[src/rtl/glyph_row_fetcher_if.sv]
// Glyph row fetcher bus: request handshake, glyph ROM mux port and pixel stream.
// slave = fetcher side, master = requester / ROM / pixel sink side.
interface glyph_row_fetcher_if;
    logic        req_valid;
    logic [3:0]  req_digit;
    logic        req_ready;
    logic [3:0]  mem_digit;
    logic [5:0]  mem_index_y;
    logic [63:0] mem_spo;
    logic        pix_valid;
    logic        pix_ready;
    logic        pix_data;
    logic [5:0]  pix_x;
    logic [5:0]  pix_y;
    logic        pix_last;
    logic        done;

    modport slave (
        input  req_valid, req_digit, mem_spo, pix_ready,
        output req_ready, mem_digit, mem_index_y,
               pix_valid, pix_data, pix_x, pix_y, pix_last, done
    );

    modport master (
        output req_valid, req_digit, mem_spo, pix_ready,
        input  req_ready, mem_digit, mem_index_y,
               pix_valid, pix_data, pix_x, pix_y, pix_last, done
    );
endinterface

[src/rtl/glyph_row_fetcher.sv]
// Glyph row fetcher: reads a 64x64 digit glyph one row at a time from a
// combinational ROM mux and streams it out as 4096 single-pixel beats,
// rows 0..63, MSB of each row first.
// Optional feature macro: BLANK_ROW_SKIP_EN -- all-zero rows emit no beats.
//
//  state   | meaning
//  --------+-----------------------------------------------------------
//  S_IDLE  | waiting for a request; req_ready high (except in done cycle)
//  S_ADDR  | row address on mem_index_y for one cycle of ROM settle
//  S_LOAD  | capture mem_spo into the shift register, clear column
//  S_SHIFT | emit one pixel per accepted beat, MSB first
//  S_NEXT  | end of row: finish glyph or advance to the next row
module glyph_row_fetcher (
    input  logic                i_clk,
    input  logic                i_reset,
    glyph_row_fetcher_if.slave  bus
);
    typedef enum logic [2:0] {S_IDLE, S_ADDR, S_LOAD, S_SHIFT, S_NEXT} state_t;

    state_t      r_state;
    state_t      w_next;
    logic [3:0]  r_digit;
    logic [5:0]  r_row;
    logic [5:0]  r_col;
    logic [63:0] r_shift;
    logic        r_done;
    logic        w_ready;
    logic        w_accept;
    logic        w_beat;
    logic        w_row_blank;
    logic        w_last_row;
    logic [5:0]  w_index_y;

    // Ready is held low during the done pulse so a request raised alongside
    // done is taken no earlier than the following cycle.
    assign w_ready  = (r_state == S_IDLE) && !r_done;
    assign w_accept = bus.req_valid && w_ready;
    assign w_beat   = (r_state == S_SHIFT) && bus.pix_ready;

`ifdef BLANK_ROW_SKIP_EN
    // While a row is shifting out, the ROM port is free, so it scans the
    // remaining rows to learn whether any of them will emit beats. That
    // tells us in time whether the current row carries the final beat.
    // A row takes at least 64 SHIFT cycles and at most 63 rows remain.
    logic [6:0] r_scan;
    logic       r_tail_nz;

    assign w_row_blank = (bus.mem_spo == 64'd0);
    assign w_last_row  = !r_tail_nz;
    assign w_index_y   = (r_state == S_SHIFT) ? r_scan[5:0] : r_row;

    // Look-ahead scan of rows below the current one
    always_ff @(posedge i_clk) begin
        if (i_reset) begin
            r_scan    <= 7'd64;
            r_tail_nz <= 1'b0;
        end else if (r_state == S_LOAD) begin
            r_scan    <= {1'b0, r_row} + 7'd1;
            r_tail_nz <= 1'b0;
        end else if (r_state == S_SHIFT && !r_scan[6]) begin
            r_scan    <= r_scan + 7'd1;
            r_tail_nz <= r_tail_nz | (bus.mem_spo != 64'd0);
        end
    end
`else
    assign w_row_blank = 1'b0;
    assign w_last_row  = (r_row == 6'd63);
    assign w_index_y   = r_row;
`endif

    // State register
    always_ff @(posedge i_clk) begin
        if (i_reset) r_state <= S_IDLE;
        else         r_state <= w_next;
    end

    // Next-state logic
    always_comb begin
        w_next = r_state;
        case (r_state)
            S_IDLE:  if (w_accept) w_next = S_ADDR;
            S_ADDR:  w_next = S_LOAD;
            S_LOAD:  w_next = w_row_blank ? S_NEXT : S_SHIFT;
            S_SHIFT: if (w_beat && r_col == 6'd63) w_next = S_NEXT;
            S_NEXT:  w_next = (r_row == 6'd63) ? S_IDLE : S_ADDR;
            default: w_next = S_IDLE;
        endcase
    end

    // Datapath: digit latch, row/column counters, row shift register, done
    always_ff @(posedge i_clk) begin
        if (i_reset) begin
            r_digit <= 4'd0;
            r_row   <= 6'd0;
            r_col   <= 6'd0;
            r_shift <= 64'd0;
            r_done  <= 1'b0;
        end else begin
            r_done <= (r_state == S_NEXT) && (r_row == 6'd63);
            case (r_state)
                S_IDLE: begin
                    if (w_accept) begin
                        r_digit <= bus.req_digit;
                        r_row   <= 6'd0;
                    end
                end
                S_LOAD: begin
                    r_shift <= bus.mem_spo;
                    r_col   <= 6'd0;
                end
                S_SHIFT: begin
                    if (bus.pix_ready) begin
                        r_shift <= {r_shift[62:0], 1'b0};
                        r_col   <= r_col + 6'd1;
                    end
                end
                S_NEXT: begin
                    if (r_row != 6'd63) r_row <= r_row + 6'd1;
                end
                default: ;
            endcase
        end
    end

    // Outputs decoded from state and registers; pixel fields are zero outside SHIFT
    always_comb begin
        bus.req_ready   = w_ready;
        bus.mem_digit   = r_digit;
        bus.mem_index_y = w_index_y;
        bus.pix_valid   = (r_state == S_SHIFT);
        bus.pix_data    = (r_state == S_SHIFT) && r_shift[63];
        bus.pix_x       = (r_state == S_SHIFT) ? r_col : 6'd0;
        bus.pix_y       = (r_state == S_SHIFT) ? r_row : 6'd0;
        bus.pix_last    = (r_state == S_SHIFT) && (r_col == 6'd63) && w_last_row;
        bus.done        = r_done;
    end
endmodule

[src/flat_wrapper.sv]
// flat-port wrapper written by rule: the top's interface ports become plain ports
module glyph_row_fetcher_flat 
  (i_clk, i_reset, bus_req_valid, bus_req_digit, bus_mem_spo, bus_pix_ready, bus_req_ready, bus_mem_digit, bus_mem_index_y, bus_pix_valid, bus_pix_data, bus_pix_x, bus_pix_y, bus_pix_last, bus_done);
  glyph_row_fetcher_if bus_i ();
  input  logic i_clk;
  input  logic i_reset;
  input wire logic [$bits(bus_i.req_valid)-1:0] bus_req_valid;
  input wire logic [$bits(bus_i.req_digit)-1:0] bus_req_digit;
  input wire logic [$bits(bus_i.mem_spo)-1:0] bus_mem_spo;
  input wire logic [$bits(bus_i.pix_ready)-1:0] bus_pix_ready;
  output wire logic [$bits(bus_i.req_ready)-1:0] bus_req_ready;
  output wire logic [$bits(bus_i.mem_digit)-1:0] bus_mem_digit;
  output wire logic [$bits(bus_i.mem_index_y)-1:0] bus_mem_index_y;
  output wire logic [$bits(bus_i.pix_valid)-1:0] bus_pix_valid;
  output wire logic [$bits(bus_i.pix_data)-1:0] bus_pix_data;
  output wire logic [$bits(bus_i.pix_x)-1:0] bus_pix_x;
  output wire logic [$bits(bus_i.pix_y)-1:0] bus_pix_y;
  output wire logic [$bits(bus_i.pix_last)-1:0] bus_pix_last;
  output wire logic [$bits(bus_i.done)-1:0] bus_done;
  assign bus_i.req_valid = bus_req_valid;
  assign bus_i.req_digit = bus_req_digit;
  assign bus_i.mem_spo = bus_mem_spo;
  assign bus_i.pix_ready = bus_pix_ready;
  assign bus_req_ready = bus_i.req_ready;
  assign bus_mem_digit = bus_i.mem_digit;
  assign bus_mem_index_y = bus_i.mem_index_y;
  assign bus_pix_valid = bus_i.pix_valid;
  assign bus_pix_data = bus_i.pix_data;
  assign bus_pix_x = bus_i.pix_x;
  assign bus_pix_y = bus_i.pix_y;
  assign bus_pix_last = bus_i.pix_last;
  assign bus_done = bus_i.done;
  glyph_row_fetcher u_core (.i_clk(i_clk), .i_reset(i_reset), .bus(bus_i));
endmodule
[config.mk]
export PLATFORM = sky130hd
export DESIGN_NAME = glyph_row_fetcher_flat
export DESIGN_NICKNAME = d
export VERILOG_FILES = /design/src/rtl/glyph_row_fetcher_if.sv /design/src/rtl/glyph_row_fetcher.sv /design/src/flat_wrapper.sv
export SDC_FILE = /design/constraint.sdc
export NUM_CORES = 1
export LEC_CHECK = 0
export ABC_AREA = 1
export CAP_MARGIN = 10
export CELL_PAD_IN_SITES_DETAIL_PLACEMENT = 1
export CELL_PAD_IN_SITES_GLOBAL_PLACEMENT = 1
export CORE_MARGIN = 8
export CORE_UTILIZATION = 37
export DETAILED_ROUTE_END_ITERATION = 10
export PLACE_DENSITY_LB_ADDON = 0.1
export SLEW_MARGIN = 20
export SYNTH_ARGS = -nofsm -noshare
export SYNTH_HDL_FRONTEND = slang
export SYNTH_SLANG_ARGS = --single-unit
[constraint.sdc]
create_clock -name i_clk -period 3.4 [get_ports i_clk]
set_input_delay 0.51 -clock i_clk [delete_from_list [all_inputs] [get_ports i_clk]]
set_output_delay 0.51 -clock i_clk [all_outputs]
set_load 0.005 [all_outputs]
---- Word level (Yosys, flattened, before mapping) ----
Index checks and enable logic that the tools add are counted.
storage, ports and cells
  register bits ........................... 84
  bits in latches ......................... 0
  RAM bits ................................ 0
  memory bits (read-only) ................. 0
  output and inout port bits .............. 27
  word-level logic and storage cells ...... 48
  memories kept ........................... 0
cells by class
  add/subtract/negate cells ............... 2
  multipliers ............................. 0
  divide/modulo/power cells ............... 0
  magnitude comparators ................... 0
  equality and inequality tests ........... 11
  shifts and indexed selects .............. 0
  mux-type cells .......................... 13
  bitwise logic cells ..................... 0
  reductions and logical operators ........ 16
operators by type and width
  cell                   number
  $pmux W64 S2           1
  $mux W64               1
  $mux W6                5
  $pmux W6 S2            2
  $pmux W3 S5            1
  $add A6 B1 Y6 const B  2
  $eq A6 B6 Y1 const B   2
  $logic_and A1 B1 Y1    8
  $eq A3 B2 Y1 const B   2
  $mux W3                2
  $ne A6 B6 Y1 const B   1
  $reduce_and A2 Y1      3
  $ne A2 B1 Y1 const B   2
  $ne A2 B2 Y1 const B   2
  $reduce_bool A2 Y1     2
  $eq A3 B1 Y1 const B   1
  $eq A3 B3 Y1 const B   1
  $logic_not A3 Y1       1
  $reduce_and A3 Y1      1
  $logic_not A1 Y1       1
  $mux W1                1

---- Depth between registers and ports, before layout ----
Gate-level depths: netlist of run 1.
  depth in word-level cells ............... 5
  mapped depth ............................ 8

---- Worst setup path after synthesis of run 1 ----
Ideal clock, no wire load.
  path kind ............................... flip-flop to output port
  start ................................... register u_core.r_state[1]
  end ..................................... output bus_pix_last
  data arrival time ....................... 1.106 ns
  required time ........................... 2.890 ns
  path slack .............................. 1.784 ns
  stages on the path, launching flop included .. 8
  buffers on the path ..................... 1
  cell sequence ........................... dfxtp_1 > nand2_1 > nor2_4 > inv_2 > buf_4 > nor2_2 > nand3_1 > nor2_1
between the ends
  word-level cells in the longest chain between the ends .. 3
RTL lines
  item                               line                      source
  from (decl)                        glyph_row_fetcher.sv:20   state_t r_state;
  from (signal assigned)             glyph_row_fetcher.sv:74   else r_state <= w_next;
  $eq A3 B2 Y1                       glyph_row_fetcher.sv:134  bus.pix_last = (r_state == S_SHIFT) && (r_col == 6'd63) && w_last_row;
  $logic_and A1 B1 Y1 (2 in series)  glyph_row_fetcher.sv:134
  to (decl)                          flat_wrapper.sv:18        output wire logic [$bits(bus_i.pix_last)-1:0] bus_pix_last;
No other way between the ends.

---- Final worst setup path of run 1 ----
  start ................................... register u_core.r_col[0]
  end ..................................... output bus_pix_last
between the ends
  word-level cells in the longest chain between the ends .. 3
RTL lines
  item                               line                      source
  from (decl)                        glyph_row_fetcher.sv:24   logic [5:0] r_col;
  from (signal assigned)             glyph_row_fetcher.sv:114  r_col <= r_col + 6'd1;
  $eq A6 B6 Y1                       glyph_row_fetcher.sv:134
  $logic_and A1 B1 Y1 (2 in series)  glyph_row_fetcher.sv:134
No other way between the ends.

==> out/metrics.yaml, run 1 <==
outcome: "finished, final reports clean"
ys_seq_elements: 84
yosysWarnings: 0
reg2reg_slack_ns: 1.59
holdPathStages: 2
hpwl_microns: 7780
grt_max_degree: 68
internal_power_mw: 2.05
min_to: "u_core.bus.mem_digit[0]$_SDFFE_PP0P_"
grt_pass1_wl_microns: 17900
grt_pass1_vias: 3828
coreArea_sq_um: 9770
dp_cells: 716
r2r_cells: 6
worst_pin_slew_ns: 0.685
synthDistinctLibCells: 26
dr.pass1.iters: 4
worst-endpoint-arrival_ns: 2.03
totalWireLength_microns: 10900
powerDensity_nw_per_um2: 682
setup.worst_path.class: "flop to output pin"
p_comb_share_pct: 35.3
worstPathMaxFanout: 5
p_sw_mw: 1.29
total_power_mw: 3.34
clockBufferDepth: 2
worstSkewPairLatency_ns: 0.35
vias: 3734
critPathCaptureType: "output pin"
mostFrequentLayoutCells: "nand2_1 (155), clkdlybuf4s50_1 (98), dfxtp_1 (84), o21ai_0 (66), a31oi_1 (63)"
vias_per_cell: 5.11
syn_avg_cell_area_sq_um: 7.20
finalHoldViolations: 0
drt_iter0_drc: 175
die_h_microns: 116
final_nets: 668
drc_errors: 0
h-tree-depth: 3
grt.overflow.total: 0
rsz0062_at_grt: "no"
layout.cells.most_common: "nand2_1"
worstSetupStartpointType: "flop"
relSlewSlack_pct: 54.3
fp.dieW_microns: 116
worst_slack_ns: 0.862
p_leak_nw: 1.81
skew_ns: 0.00952
drv_cap: 0
yosysSeqAreaShare_pct: 45.1
clk_pin_slew_worst_paths_ns: 0.09
regArea_sq_um: 1680
fp.dieArea_sq_um: 13500
instances_no_fill: 731
timing.rr.start: "u_core.r_state[1]$_SDFFE_PP0P_"
cts_resized: 0
fin_crit_sh_pct: 74.6
fill_cells: 1254
post-route-util_pct: 50.1
wl_per_cell_microns: 14.9
pre_cts_ws_ns: 1.14
layout-drive-gt1-share_pct: 5.35
numCtsBuffers: 9
grt_usage_pct: 16.3
ctsHoldBuffers: 0
cts_tree: "done"
n_antenna_cell: 0
synth_nets: 591
swShare_pct: 38.6
clkPwrFrac_pct: 18.4
cts.sinks: 84
clock.fmax_ghz: 0.394
io_buffers: 98
slew_violations: 0
min_from: "u_core.bus.mem_digit[0]$_SDFFE_PP0P_"
pin_count: 99
required_ns: 2.89
finalCriticalPeriod_ns: 2.54
setup_tns_ns: 0
antenna_found_initial: 0
worstHoldPathType: "flop to flop"
multi_input_area_sq_um: 1780
reg2reg_to: "u_core.r_shift[40]$_SDFFE_PP0P_"
syn_area_sq_um: 3720
cts_root_buffer: "clkbuf_8"
area_growth_pct: 31.5
start_util_pct: 38.1
cts_setup_buffers: 0
place_congestion: 0.797
final-setup-viol-count: 0
rows: 36
ant_nets: 0
peakVddDrop_v: 0.000319
synthCells: 517
seqPwrFrac_pct: 46.3
## state kept, by name, indices dropped and copies added, names as in the netlist
| name | cells |
|---|---|
| u_core.bus.mem_index_y | 6 |
| u_core.bus.mem_digit | 4 |
| u_core.r_col | 6 |
| u_core.r_shift | 64 |
| u_core.r_state | 3 |
| u_core.bus.done | 1 |
## metrics by stage
stage                     hold slack (ns)  instance area (sq um)
after global routing                0.500                   4900
after global placement              0.453                   4740
final                               0.466                   4900
after CTS                           0.471                   4900
after detailed placement            0.458                   4740
after floorplan                     0.439                   3720
## final cells by class
type | instances | area share, %
clock inverters | 6 | 0.664
inverters | 21 | 1.61
multi-input cells | 374 | 36.3
clock buffers | 9 | 2.53
flip-flops and latches | 84 | 34.3
repair buffers | 104 | 21.2
well taps | 133 | 3.40
## logic make-up (layout without fill, tap and decap cells)
kind of cell / after synthesis / count (layout) / share of synthesized area, %
AOI/OAI and AO/OA: 149 / 149 / 22.1
adders and majority gates: 2 / 2 / 0.672
buffers and inverters: 59 / 140 / 7.32
DFF: 84 / 84 / 45.1
and+or+nand+nor: 223 / 223 / 24.7
## power by group through the flow
stage | clock network, mW | logic, mW | registers (mW)
4_1_cts | 0.632 | 1.20 | 1.55
3_3_place_gp | 0 | 1.13 | 1.55
5_1_grt | 0.673 | 1.35 | 1.59
6_report | 0.613 | 1.18 | 1.55
3_5_place_dp | 0 | 1.19 | 1.56
2_1_floorplan | 0 | 0.871 | 1.51
## metal layers
metal  track usage [%]  up-vias  share of wire (%)
met4              4.32        0                1.2
li1                  -     1902                  -
met2              28.4       70                 49
met3              4.03       13                5.1
met1              19.6     1749                 45
met5                 0        -                  0
## critical path: stages, from the launching register on
cell and delay [ns]:
dfxtp_1 0.43, ha_1 0.24, nand3_1 0.14, nor2_1 0.18, nand3_1 0.10, nor2_1 0.09, clkdlybuf4s50_1 0.51
## worst max path at each step
stage / from / slack [ns] / to
finish: u_core.r_col[0]$_SDFFE_PP0P_ / 0.86 / bus_pix_last
global placement: bus_pix_ready / 1.21 / u_core.r_col[4]$_SDFFE_PP0P_
CTS: u_core.r_col[0]$_SDFFE_PP0P_ / 0.83 / bus_pix_last
global route: u_core.r_col[0]$_SDFFE_PP0P_ / 0.71 / bus_pix_last
floorplan: u_core.r_state[1]$_SDFFE_PP0P_ / 1.78 / bus_pix_last
detailed placement: bus_pix_ready / 1.14 / u_core.r_col[4]$_SDFFE_PP0P_
## synthesized netlist by cell type (all sizes together)
library cell / number / area share [%]
nand2: 157 / 16
dfxtp: 84 / 45
o21ai: 68 / 9.1
a31oi: 63 / 11
nor2: 35 / 4.1
buf: 25 / 3.8
inv: 21 / 2.1
nand3: 19 / 2.6
a21oi: 18 / 2.4
clkbuf: 13 / 1.4
nor3: 5 / 0.81
nand4: 4 / 0.67
ha: 2 / 0.67
nand3b: 1 / 0.20
nor4: 1 / 0.17
or2: 1 / 0.17
Power figures use the tool's default switching activity.
==> run 2, diff against run 1 <==
--- a/config.mk
+++ b/config.mk
@@ -10,7 +10,7 @@
 export CELL_PAD_IN_SITES_DETAIL_PLACEMENT = 1
 export CELL_PAD_IN_SITES_GLOBAL_PLACEMENT = 1
 export CORE_MARGIN = 8
-export CORE_UTILIZATION = 37
+export CORE_UTILIZATION = 31
 export DETAILED_ROUTE_END_ITERATION = 10
 export PLACE_DENSITY_LB_ADDON = 0.1
 export SLEW_MARGIN = 20
==> constraint.sdc (replaced) <==
create_clock -name i_clk -period 2.1 [get_ports i_clk]
set_input_delay 0.315 -clock i_clk [delete_from_list [all_inputs] [get_ports i_clk]]
set_output_delay 0.315 -clock i_clk [all_outputs]
set_load 0.005 [all_outputs]
==> out/metrics.yaml, run 2 (synthesis results as in run 1) <==
fp.dieW_microns: 126
clockBufferDepth: 2
drv_cap: 0
worst-endpoint-arrival_ns: 1.71
setup.worst_path.class: "flop to output pin"
outcome: "finished, final reports clean"
finalHoldViolations: 0
hpwl_microns: 7470
grt_usage_pct: 14.0
relSlewSlack_pct: 52.6
p_leak_nw: 2.11
cp_top_family: "buffers and inverters"
pin_count: 99
grt_pass1_vias: 3792
critPathCaptureType: "output pin"
crit_buf_inv: 1
worstHoldPathType: "flop to flop"
final-setup-viol-count: 0
regMostFlops: "u_core.r_shift"
totalWireLength_microns: 11300
h-tree-depth: 3
worstPathCellList: "nor2_1 > nand2_1 > nor2_4 > clkdlybuf4s50_1"
io_buffers: 98
required_ns: 1.78
largest_register_ffs: 64
grt.overflow.total: 0
antenna_found_initial: 0
drc_errors: 0
wl_per_cell_microns: 15.0
rows: 40
reg2reg_slack_ns: 0.46
numCtsBuffers: 9
cp_slowest_stage_delay_ns: 0.53
layout.cells.most_common: "nand2_1"
cts_root_buffer: "clkbuf_16"
fill_cells: 1479
drt_iter0_drc: 205
grt_max_degree: 68
cts.sinks: 84
peakVddDrop_v: 0.000447
worstSetupStartpointType: "flop"
cts_tree: "done"
place_congestion: 0.794
fin_crit_sh_pct: 96.3
n_antenna_cell: 0
multi_input_area_sq_um: 1780
setup_tns_ns: 0
fp.dieArea_sq_um: 15800
coreArea_sq_um: 11900
layout-drive-gt1-share_pct: 7.60
worstPathMaxFanout: 5
vias_per_cell: 5.03
vias: 3786
worstSkewPairLatency_ns: 0.34
finalCriticalPeriod_ns: 2.02
whs_ns: 0.467
regArea_sq_um: 1690
skew_ns: 0.00620
dp_cells: 733
instances_no_fill: 752
grt_pass1_wl_microns: 18500
cp_slowest_cell: "clkdlybuf4s50_1"
dr.pass1.iters: 4
start_util_pct: 31.4
final_nets: 674
die_h_microns: 126
clk_pin_slew_worst_paths_ns: 0.06
worst_pin_slew_ns: 0.711
area_growth_pct: 39.3
rsz0062_at_grt: "no"
powerDensity_nw_per_um2: 1210
mostFrequentLayoutCells: "nand2_1 (154), clkdlybuf4s50_1 (87), dfxtp_1 (80), o21ai_0 (66), a31oi_1 (63)"
clock.fmax_ghz: 0.494
slew_violations: 0
ant_nets: 0
run 2: cell count changes in the layout (fill, tap and decap cells not counted), moves of 2 or more:
cell / before / now
dlymetal6s2s_1: 0 / 10
dfxtp_4: 0 / 2
dfxtp_2: 0 / 2
clkbuf_8: 9 / 1
dfxtp_1: 84 / 80
clkdlybuf4s50_1: 98 / 87
buf_4: 5 / 9
clkinv_2: 5 / 2
clkbuf_16: 0 / 9
bufinv_16: 0 / 2
run 2: timing repair:
item | CTS | global route
resized for setup | 8 | 13
setup buffers | 0 | 3
endpoints found under the setup margin | 12 | 12
hold buffers | 0 | 0
pin swaps | 1 | 1
run 2: per-stage QoR:
step	cell area (sq um)	setup WS (ns)	total power [mW]	util [%]
after floorplan	3720	0.679	3.85	-
after global placement	4790	0.249	4.41	40.4
after detailed placement	4790	0.217	4.48	40.4
after CTS	5130	0.00982	6.28	43.3
after global routing	5190	0.00568	6.73	43.7
final	5190	0.0770	6.29	43.7
run 2: area by class of cell:
class | count | share of cell area [%]
clock inverter | 6 | 1.66
clock buffer | 10 | 4.61
tap | 147 | 3.55
inverter | 21 | 1.52
multi-input combinational | 374 | 34.3
timing repair buffer | 110 | 21.7
sequential | 84 | 32.6
run 2: worst paths after layout:
path	end	startpoint	cells after the start
worst max register to register	u_core.r_state[0]$_SDFFE_PP0P_	u_core.r_state[1]$_SDFFE_PP0P_	7
worst min-delay path	u_core.bus.mem_digit[3]$_SDFFE_PP0P_	u_core.bus.mem_digit[3]$_SDFFE_PP0P_	2
worst max-delay path	bus_req_ready	u_core.r_state[0]$_SDFFE_PP0P_	4
worst min register to register	u_core.bus.mem_digit[3]$_SDFFE_PP0P_	u_core.bus.mem_digit[3]$_SDFFE_PP0P_	2
run 2: routing by layer:
metal,wire (microns),global-route usage [%],vias up
li1,-,-,1920
met1,5310,17.1,1774
met2,5200,23.3,75
met3,523,3.00,17
met4,228,6.02,0
met5,0,0,-
run 2: report_power, final:
part / internal [mW] / switching, mW / total (mW)
logic: 0.823 / 1.20 / 2.03
clock network: 1.07 / 0.668 / 1.74
registers: 2.21 / 0.316 / 2.52
total: 4.10 / 2.19 / 6.29
run 2: tightest hold or removal path, stage by stage, from the launching register on:
cell and delay [ns]:
dfxtp_1 0.31, nand2_1 0.06, a21oi_1 0.05
==> run 3, diff against run 2 <==
--- a/config.mk
+++ b/config.mk
@@ -11,6 +11,7 @@
 export CELL_PAD_IN_SITES_GLOBAL_PLACEMENT = 1
 export CORE_MARGIN = 8
 export CORE_UTILIZATION = 31
+export CTS_CLUSTER_SIZE = 24
 export DETAILED_ROUTE_END_ITERATION = 10
 export PLACE_DENSITY_LB_ADDON = 0.1
 export SLEW_MARGIN = 20
==> results of run 3 <==
The final DEF is identical to that of run 2; final timing and power are the same.
